===== src/rtl/prng_p2s_if.sv =====
// prng_p2s_if: word handshake plus serial-line status for the PRNG parallel-to-serial converter.
interface prng_p2s_if;
  logic        load;
  logic [31:0] din;
  logic        ready;
  logic        txd;
  logic        busy;
  logic        word_done;

  modport master (
    output load,
    output din,
    input  ready,
    input  txd,
    input  busy,
    input  word_done
  );

  modport slave (
    input  load,
    input  din,
    output ready,
    output txd,
    output busy,
    output word_done
  );
endinterface


===== src/rtl/prng_p2s.sv =====
// prng_p2s: buffers one 32-bit word and sends it as four UART-style byte frames, LSB first.
// Optional feature macro P2S_PARITY_EN inserts an even-parity bit after each data byte.
module prng_p2s #(
  parameter int CLKS_PER_BIT = 16
) (
  input  logic      clk,
  input  logic      rst,
  prng_p2s_if.slave bus
);

  localparam int            BW        = $clog2(CLKS_PER_BIT);
  localparam logic [BW-1:0] BAUD_LAST = BW'(CLKS_PER_BIT - 1);
  localparam logic [BW-1:0] BAUD_ONE  = BW'(1'b1);
  localparam logic [BW-1:0] BAUD_ZERO = {BW{1'b0}};

`ifdef P2S_PARITY_EN
  typedef enum logic [2:0] {
    ST_IDLE   = 3'd0,
    ST_START  = 3'd1,
    ST_DATA   = 3'd2,
    ST_PARITY = 3'd3,
    ST_STOP   = 3'd4
  } state_t;
`else
  typedef enum logic [2:0] {
    ST_IDLE  = 3'd0,
    ST_START = 3'd1,
    ST_DATA  = 3'd2,
    ST_STOP  = 3'd4
  } state_t;
`endif

  function automatic logic even_parity(input logic [7:0] data);
    return ^data;
  endfunction

  state_t        state_r, state_s;
  logic [BW-1:0] baud_r, baud_s;
  logic [2:0]    bit_r, bit_s;
  logic [1:0]    byte_r, byte_s;
  logic [31:0]   shift_r, shift_s;
  logic [31:0]   hold_r, hold_s;
  logic          hold_valid_r, hold_valid_s;
  logic          txd_r, txd_s;
  logic          busy_r, busy_s;
  logic          word_done_r, word_done_s;
  logic          ready_r, ready_s;
  logic          xfer_s;
  logic          baud_end_s;
  logic          load_ok_s;
`ifdef P2S_PARITY_EN
  logic          parity_r, parity_s;
`endif

  assign baud_end_s    = (baud_r == BAUD_LAST);
  // ready_r mirrors !hold_valid_r, so a load is taken only into an empty holding register
  assign load_ok_s     = bus.load & ready_r;

  assign bus.ready     = ready_r;
  assign bus.txd       = txd_r;
  assign bus.busy      = busy_r;
  assign bus.word_done = word_done_r;

  // Next-state and next-output logic for the framing FSM and holding register
  always_comb begin
    state_s      = state_r;
    baud_s       = baud_r;
    bit_s        = bit_r;
    byte_s       = byte_r;
    shift_s      = shift_r;
    hold_s       = hold_r;
    hold_valid_s = hold_valid_r;
    txd_s        = txd_r;
    word_done_s  = 1'b0;
    xfer_s       = 1'b0;
`ifdef P2S_PARITY_EN
    parity_s     = parity_r;
`endif

    case (state_r)
      ST_IDLE: begin
        if (hold_valid_r) begin
          xfer_s = 1'b1;
        end else begin
          state_s = ST_IDLE;
          txd_s   = 1'b1;
        end
      end

      ST_START: begin
        if (baud_end_s) begin
          baud_s  = BAUD_ZERO;
          bit_s   = 3'd0;
          state_s = ST_DATA;
          txd_s   = shift_r[0];
        end else begin
          baud_s = baud_r + BAUD_ONE;
        end
      end

      ST_DATA: begin
        if (baud_end_s) begin
          baud_s  = BAUD_ZERO;
          // after eight shifts the next byte sits in shift_r[7:0]
          shift_s = {1'b0, shift_r[31:1]};
          if (bit_r == 3'd7) begin
            bit_s = 3'd0;
`ifdef P2S_PARITY_EN
            state_s = ST_PARITY;
            txd_s   = parity_r;
`else
            state_s = ST_STOP;
            txd_s   = 1'b1;
`endif
          end else begin
            bit_s = bit_r + 3'd1;
            txd_s = shift_r[1];
          end
        end else begin
          baud_s = baud_r + BAUD_ONE;
        end
      end

`ifdef P2S_PARITY_EN
      ST_PARITY: begin
        if (baud_end_s) begin
          baud_s  = BAUD_ZERO;
          state_s = ST_STOP;
          txd_s   = 1'b1;
        end else begin
          baud_s = baud_r + BAUD_ONE;
        end
      end
`endif

      ST_STOP: begin
        if (baud_end_s) begin
          baud_s = BAUD_ZERO;
          if (byte_r == 2'd3) begin
            word_done_s = 1'b1;
            byte_s      = 2'd0;
            if (hold_valid_r) begin
              xfer_s = 1'b1;
            end else begin
              state_s = ST_IDLE;
              txd_s   = 1'b1;
            end
          end else begin
            byte_s  = byte_r + 2'd1;
            state_s = ST_START;
            txd_s   = 1'b0;
`ifdef P2S_PARITY_EN
            parity_s = even_parity(shift_r[7:0]);
`endif
          end
        end else begin
          baud_s = baud_r + BAUD_ONE;
        end
      end

      default: begin
        state_s = ST_IDLE;
        baud_s  = BAUD_ZERO;
        bit_s   = 3'd0;
        byte_s  = 2'd0;
        txd_s   = 1'b1;
      end
    endcase

    // Transfer and capture are exclusive: capture needs an empty holding register
    if (xfer_s) begin
      shift_s      = hold_r;
      hold_valid_s = 1'b0;
      state_s      = ST_START;
      baud_s       = BAUD_ZERO;
      bit_s        = 3'd0;
      byte_s       = 2'd0;
      txd_s        = 1'b0;
`ifdef P2S_PARITY_EN
      parity_s     = even_parity(hold_r[7:0]);
`endif
    end else if (load_ok_s) begin
      hold_s       = bus.din;
      hold_valid_s = 1'b1;
    end else begin
      hold_s       = hold_r;
      hold_valid_s = hold_valid_r;
    end

    busy_s  = (state_s != ST_IDLE);
    ready_s = ~hold_valid_s;
  end

  // State, datapath and output registers with asynchronous reset to an idle line
  always_ff @(posedge clk or posedge rst) begin
    if (rst) begin
      state_r      <= ST_IDLE;
      baud_r       <= BAUD_ZERO;
      bit_r        <= 3'd0;
      byte_r       <= 2'd0;
      shift_r      <= 32'd0;
      hold_r       <= 32'd0;
      hold_valid_r <= 1'b0;
      txd_r        <= 1'b1;
      busy_r       <= 1'b0;
      word_done_r  <= 1'b0;
      ready_r      <= 1'b1;
`ifdef P2S_PARITY_EN
      parity_r     <= 1'b0;
`endif
    end else begin
      state_r      <= state_s;
      baud_r       <= baud_s;
      bit_r        <= bit_s;
      byte_r       <= byte_s;
      shift_r      <= shift_s;
      hold_r       <= hold_s;
      hold_valid_r <= hold_valid_s;
      txd_r        <= txd_s;
      busy_r       <= busy_s;
      word_done_r  <= word_done_s;
      ready_r      <= ready_s;
`ifdef P2S_PARITY_EN
      parity_r     <= parity_s;
`endif
    end
  end

endmodule


===== src/flat_wrapper.sv =====
// flat-port wrapper written by rule: the top's interface ports become plain ports
module prng_p2s_flat 
#(
  parameter int CLKS_PER_BIT = 16
)
  (clk, rst, bus_load, bus_din, bus_ready, bus_txd, bus_busy, bus_word_done);
  prng_p2s_if bus_i ();
  input  logic clk;
  input  logic rst;
  input wire logic [$bits(bus_i.load)-1:0] bus_load;
  input wire logic [$bits(bus_i.din)-1:0] bus_din;
  output wire logic [$bits(bus_i.ready)-1:0] bus_ready;
  output wire logic [$bits(bus_i.txd)-1:0] bus_txd;
  output wire logic [$bits(bus_i.busy)-1:0] bus_busy;
  output wire logic [$bits(bus_i.word_done)-1:0] bus_word_done;
  assign bus_i.load = bus_load;
  assign bus_i.din = bus_din;
  assign bus_ready = bus_i.ready;
  assign bus_txd = bus_i.txd;
  assign bus_busy = bus_i.busy;
  assign bus_word_done = bus_i.word_done;
  prng_p2s #(.CLKS_PER_BIT(CLKS_PER_BIT)) u_core (.clk(clk), .rst(rst), .bus(bus_i));
endmodule

===== config.mk =====
export PLATFORM = sky130hd
export DESIGN_NAME = prng_p2s_flat
export DESIGN_NICKNAME = d
export VERILOG_FILES = /design/src/rtl/prng_p2s_if.sv /design/src/rtl/prng_p2s.sv /design/src/flat_wrapper.sv
export SDC_FILE = /design/constraint.sdc
export NUM_CORES = 1
export LEC_CHECK = 0
export ABC_CLOCK_PERIOD_IN_PS = 2750
export BUFFER_PORTS_ARGS = -buffer_cell sky130_fd_sc_hd__buf_2
export CORE_ASPECT_RATIO = 0.9
export CORE_UTILIZATION = 54
export CTS_BUF_LIST = sky130_fd_sc_hd__clkbuf_2
export DETAILED_ROUTE_END_ITERATION = 12
export PLACE_DENSITY = 0.74
export SLEW_MARGIN = 20
export SYNTH_ARGS = -nofsm -noshare
export SYNTH_HDL_FRONTEND = slang
export SYNTH_SLANG_ARGS = --single-unit

===== constraint.sdc =====
create_clock -name clk -period 2.75 [get_ports clk]
set_input_delay 0 -clock clk [delete_from_list [all_inputs] [get_ports clk]]
set_output_delay 0 -clock clk [all_outputs]
set_load 0.01 [all_outputs]

## Yosys cells after proc, flatten, opt, wreduce, memory -nomap -nowiden

Cells that the tools add are included.

- Logic and storage cells: 81
- Input port bits: 35
- Register bits after elaboration: 81
- Output and inout bits: 4

- Reductions and logical operators: 12
- Mux-type cells: 40
- Bitwise operators: 3
- Equal/unequal tests: 12
- Add/sub/neg operators: 3

Operators with widths:

| kind | count |
|---|---|
| two-way mux 32 bit | 3 |
| two-way mux 3 bit | 11 |
| two-way mux 1 bit | 15 |
| one-hot mux 3 bit (4 select lines) | 1 |
| != test 3 x 1 -> 1 bit, second input constant | 3 |
| one-hot mux 3 bit (3 select lines) | 1 |
| two-way mux 4 bit | 2 |
| one-hot mux 4 bit (2 select lines) | 1 |
| equality test 3 bit, second input constant | 2 |
| two-way mux 2 bit | 3 |
| != test 2 x 1 -> 1 bit, second input constant | 3 |
| AND reduction 2 bit | 3 |
| AND reduction 3 bit | 2 |
| OR reduction 3 bit | 2 |
| adder 4 x 1 -> 4 bit, second input constant | 1 |
| equality test 4 bit, second input constant | 1 |
| one-hot mux 1 bit (4 select lines) | 1 |
| one-hot mux 2 bit (2 select lines) | 1 |
| nonzero test 2 bit | 2 |
| adder 3 x 1 -> 3 bit, second input constant | 1 |
| equality test 3 x 1 -> 1 bit, second input constant | 1 |
| equality test 3 x 2 -> 1 bit, second input constant | 1 |
| zero test 3 bit | 1 |
| nonzero test 3 bit | 1 |
| 6 further kinds | 7 |

## Longest topological paths before layout

- Word-level depth: 6
- Mapped depth: 9
- Depth with buffers taken out: 6

## Worst setup path before layout

No wires, ideal clock.

- Path type: reg2reg
- From: register u_core.baud_r[0]
- To: register u_core.hold_r[18]
- Required time: 2.622 ns
- Path buffers: 1
- Arrival time: 1.921 ns
- Path slack: 0.701 ns
- Cell stages (with the launch flop): 7
- Period minus slack after synthesis: 2.049 ns
- Library setup time: 0.128 ns
- Cells stage by stage: dfrtp_1 ha_1 nand4_1 a2111oi_4 nor2_1 buf_2 mux2_1

- Cells in the longest elaborated chain, start to end: 5

RTL lines:

| item | line | text |
|---|---|---|
| start, declared | prng_p2s.sv:38 | `logic [BW-1:0] baud_r, baud_s;` |
| start signal, assigned | prng_p2s.sv:213 | `baud_r <= baud_s;` |
| equality test 4 bit | prng_p2s.sv:55 | `assign baud_end_s = (baud_r == BAUD_LAST);` |
| two-way mux 1 bit | prng_p2s.sv:137 | `if (baud_end_s) begin` |
| one-hot mux 1 bit (2 select lines) | prng_p2s.sv:80 | `case (state_r)` |
| NOT 1 bit (no source line) | -- |  |
| AND reduction 2 bit (no source line) | -- |  |
| end signal, assigned | prng_p2s.sv:217 | `hold_r <= hold_s;` |
| end, declared | prng_p2s.sv:42 | `logic [31:0] hold_r, hold_s;` |

Every way passes these cells.
A chain may end at the register's enable or synchronous reset.

## Worst setup path after layout

- From: register u_core.baud_r[0]
- To: register u_core.byte_r[1]

- Cells in the longest elaborated chain, start to end: 5
- Elaborated cells between the ends (all ways): 7
- Classes of those cells: 3 x eq/ne; 3 x mux; 1 x reduce/logical

RTL lines:

| item | line | text |
|---|---|---|
| equality test 4 bit * | prng_p2s.sv:55 |  |
| two-way mux 1 bit | prng_p2s.sv:137 |  |
| one-hot mux 1 bit (2 select lines) | prng_p2s.sv:80 |  |
| != test 3 x 1 -> 1 bit (no source line) / != test 2 x 1 -> 1 bit (equally long branches) | -- |  |
| AND reduction 2 bit (no source line) | -- |  |
| end signal, assigned | prng_p2s.sv:215 | `byte_r <= byte_s;` |
| end, declared | prng_p2s.sv:40 | `logic [1:0] byte_r, byte_s;` |

Mark *: on every way between the ends. The rest lies on a longest branch, timed or not.

==> impl_metrics.csv <==
group,metric,value,unit
clock_tree,post-cts-setup-buffers,0,
clock_tree,root_buffer,"clkbuf_2",
clock_tree,clk_latency,500,ps
sta,fmax,0.4234,GHz
setup_path,cp_cell_sequence,"ha_1, nand4_1, a2111oi_4, buf_4, nor3b_1, mux2_2",
logic_synthesis,ys_warn_count,0,
outcome,outcome,"finished, final reports clean",
sta,clock_skew,22.18,ps
global_route,overflow,0,
floorplan,core_area,0.006216,mm^2
sta,worst_pin_slew,801.1,ps
sta,rsz0062_at_grt,"false",
layout,areaGrowthSynthToFinish,20.04,%
route,drt_first_iter_violations,160,
layout,fin_area,0.004219,mm^2
setup_path,cp_data_arrival_time,2750,ps
route,drc_errors,0,
global_route,grt_pass1_wl,11580,um
hold_path,hold_path_class,"primary input to async pin",
placed_design,portBuffers,38,
layout,postLayoutCoreUtil,67.87,%
logic_synthesis,seq_area_frac_synth,57.74,%
pwr,p_per_area,856.9,mW/mm^2
logic_synthesis,syn_avg_cell_area,12.78,um^2
clock_tree,numCtsBuffers,9,
logic_synthesis,netlist_instances,275,
floorplan,dieArea,0.006836,mm^2
global_route,grt_max_degree,49,
layout,num_antenna_cells,0,
logic_synthesis,syn_nets,314,
logic_synthesis,synthArstFlopShare,100.0,%
logic_synthesis,synth.top_cell.area_share,56.25,%
sta,slew_headroom,46.59,%
setup_path,start_kind,"flop",
floorplan,std_cell_rows,27,
layout,final_nets,386,
setup_path,cp.required,3140,ps
sta,setup_tns,0,ps
placed_design,place_hpwl,4100,um
clock_tree,clk_path_buf_depth,2,
logic_synthesis,synth_edf_count,0,
setup_path,critPathMaxStageDelay,580,ps
logic_synthesis,synth_cell_types,39,
sta,hold_viol,0,
global_route,grt_use_total,22.35,%
route,vias_per_cell,5.598,
pwr,power_leakage,2.114,nW
logic_synthesis,synthTopCellsByArea,"dfrtp_1 56%, mux2_2 12%, a22o_1 7.5%",
logic_synthesis,ys_seq_elements,81,
sta,finalSetupViolCount,0,
placed_design,placed_area,0.003802,mm^2
setup_path,path_class,"flop to flop",
clock_tree,clkSinkCount,81,
sta,drv_slew,0,
route,drt-total-wl,6689,um
sta,period_needed,2362,ps
route,wire_per_inst,15.27,um
pwr,irDropWorstVdd,0.4532,mV
floorplan,die_w,87.04,um
setup_path,slowest_stage,"a2111oi_4",
placed_design,gp_congestion,0.8299,
logic_synthesis,yosysTopAreaCell,"dfrtp_1",
clock_tree,holdBufCountCts,34,
clock_tree,cts_resized,0,
clock_tree,cts_tree,"done",
run,max_cap_violations,0,
layout,drive_gt1_share,29.34,%
floorplan,io_pins,39,
clock_tree,clk_pin_slew_worst_paths,200,ps
logic_synthesis,synth_flop_cell,"dfrtp_1",
setup_path,end_kind,"flop",
route,vias,2452,
global_route,grt_pass1_vias,2446,
logic_synthesis,synthesis.area,0.003515,mm^2
route,antenna_left,0,
route,firstDrtPassIters,5,
sta,worst_hold_slack,135.2,ps
floorplan,die_h,78.54,um
clock_tree,cts-htree-levels,3,
sta,post-route-period-util,85.89,%
setup_path,crit_fanout,26,
floorplan,start_util,56.54,%
global_route,antenna_found_initial,0,
## cells by family after synthesis
logic type / after synthesis / share of synthesized area [%]
flops: 81 / 57.74
buf+inv: 23 / 2.670
simple gates: 38 / 5.590
xor+xnor: 1 / 0.2492
compound gates: 89 / 19.90
fa+ha+maj: 4 / 1.424
mux: 39 / 12.42
## path summary, 6_finish.rpt
kind                       slack (ps)                 to              start  cells after the start
max                               390   u_core.byte_r[1]   u_core.baud_r[0]                      6
min in group clk                  240  u_core.hold_r[18]        bus_din[18]                      3
max reg2reg                       390   u_core.byte_r[1]   u_core.baud_r[0]                      6
min reg2reg                       510  u_core.shift_r[8]  u_core.shift_r[8]                      1
max in group asynchronous        1830   u_core.bus.ready                rst                      4
min                               140  u_core.hold_r[30]                rst                      3
## cell usage after synthesis, types with 2 or more instances
master    count
clkbuf_1     11
o21ai_0       8
a22o_1       30
nand2_1       8
dfrtp_1      79
a22oi_1       2
a211oi_1      2
nand3_1       2
nor2_1        9
nor3_1        2
a21o_1       33
nor2b_1       2
or3b_2        2
mux2_2       36
mux2i_1       2
a21oi_1       4
buf_2         6
ha_1          4
dfstp_2       2
and3_1        4
nand2b_1      3
o21a_1        2
nand4_1       2
inv_1         5
## where the power goes
group          total (mW)  internal [mW]  switching [mW]  leakage, nW
combinational        1.10          0.644           0.456         1.06
clock               0.496          0.117           0.379       0.0569
sequential           2.02           1.70           0.322        0.996
total                3.62           2.46            1.16         2.11
## metal layers
| metal | GRT usage [%] | up-vias | routed length [um] |
|---|---|---|---|
| li1 | - | 1159 | - |
| met1 | 30.10 | 1219 | 3071 |
| met2 | 35.83 | 68 | 3253 |
| met3 | 5.994 | 6 | 319 |
| met4 | 6.000 | 0 | 45 |
| met5 | 0 | - | 0 |
## worst max-delay path, delay by kind of cell (launching register included)
kind | cells | cell delay, ps
adders and majority gates | 1 | 250
and+or+nand+nor | 2 | 330
muxes | 1 | 270
DFF | 1 | 430
AOI/OAI and AO/OA | 1 | 580
buffers and inverters | 1 | 380
## registers in the layout, indices dropped and copies added, names as in the netlist, 2 cells and up
name,flops
u_core.baud_r,4
u_core.bit_r,3
u_core.byte_r,2
u_core.hold_r,32
u_core.shift_r,32
u_core.state_r,3
## through the flow
step,total power [mW],std cells,worst slack (ps)
2_1_floorplan,2.822,275,673.2
3_3_place_gp,3.047,389,505.7
3_5_place_dp,3.113,389,438.7
4_1_cts,3.638,438,385.5
5_1_grt,3.877,438,237.9
6_report,3.615,438,388.1
## final cells by class
type	count	area, um^2
flip-flops and latches	81	2029
clock inverters	4	21.27
clock buffers	11	55.05
fillers	489	1997
repair buffers	79	583.1
multi-input cells	171	1401
well taps	87	108.9
inverters	5	20.02
## cell usage in the layout (no fill, tap or decap), drive strengths merged, types with 2 or more instances in the layout
cell | netlist | final
a2111oi | 2 | 2
a211oi | 2 | 2
a21o | 33 | 33
a21oi | 4 | 4
a22o | 30 | 30
a22oi | 2 | 2
and3 | 4 | 4
buf | 7 | 45
clkbuf | 11 | 11
clkinv | 0 | 5
dfrtp | 79 | 79
dfstp | 2 | 2
dlygate4sd3 | 0 | 34
ha | 4 | 4
inv | 5 | 4
mux2 | 37 | 37
mux2i | 2 | 2
nand2 | 8 | 8
nand2b | 3 | 3
nand3 | 2 | 2
nand4 | 2 | 2
nor2 | 9 | 9
nor2b | 2 | 2
nor3 | 2 | 2
o21a | 2 | 2
o21ai | 8 | 8
or3b | 2 | 2
Power figures use the tool's default switching activity.
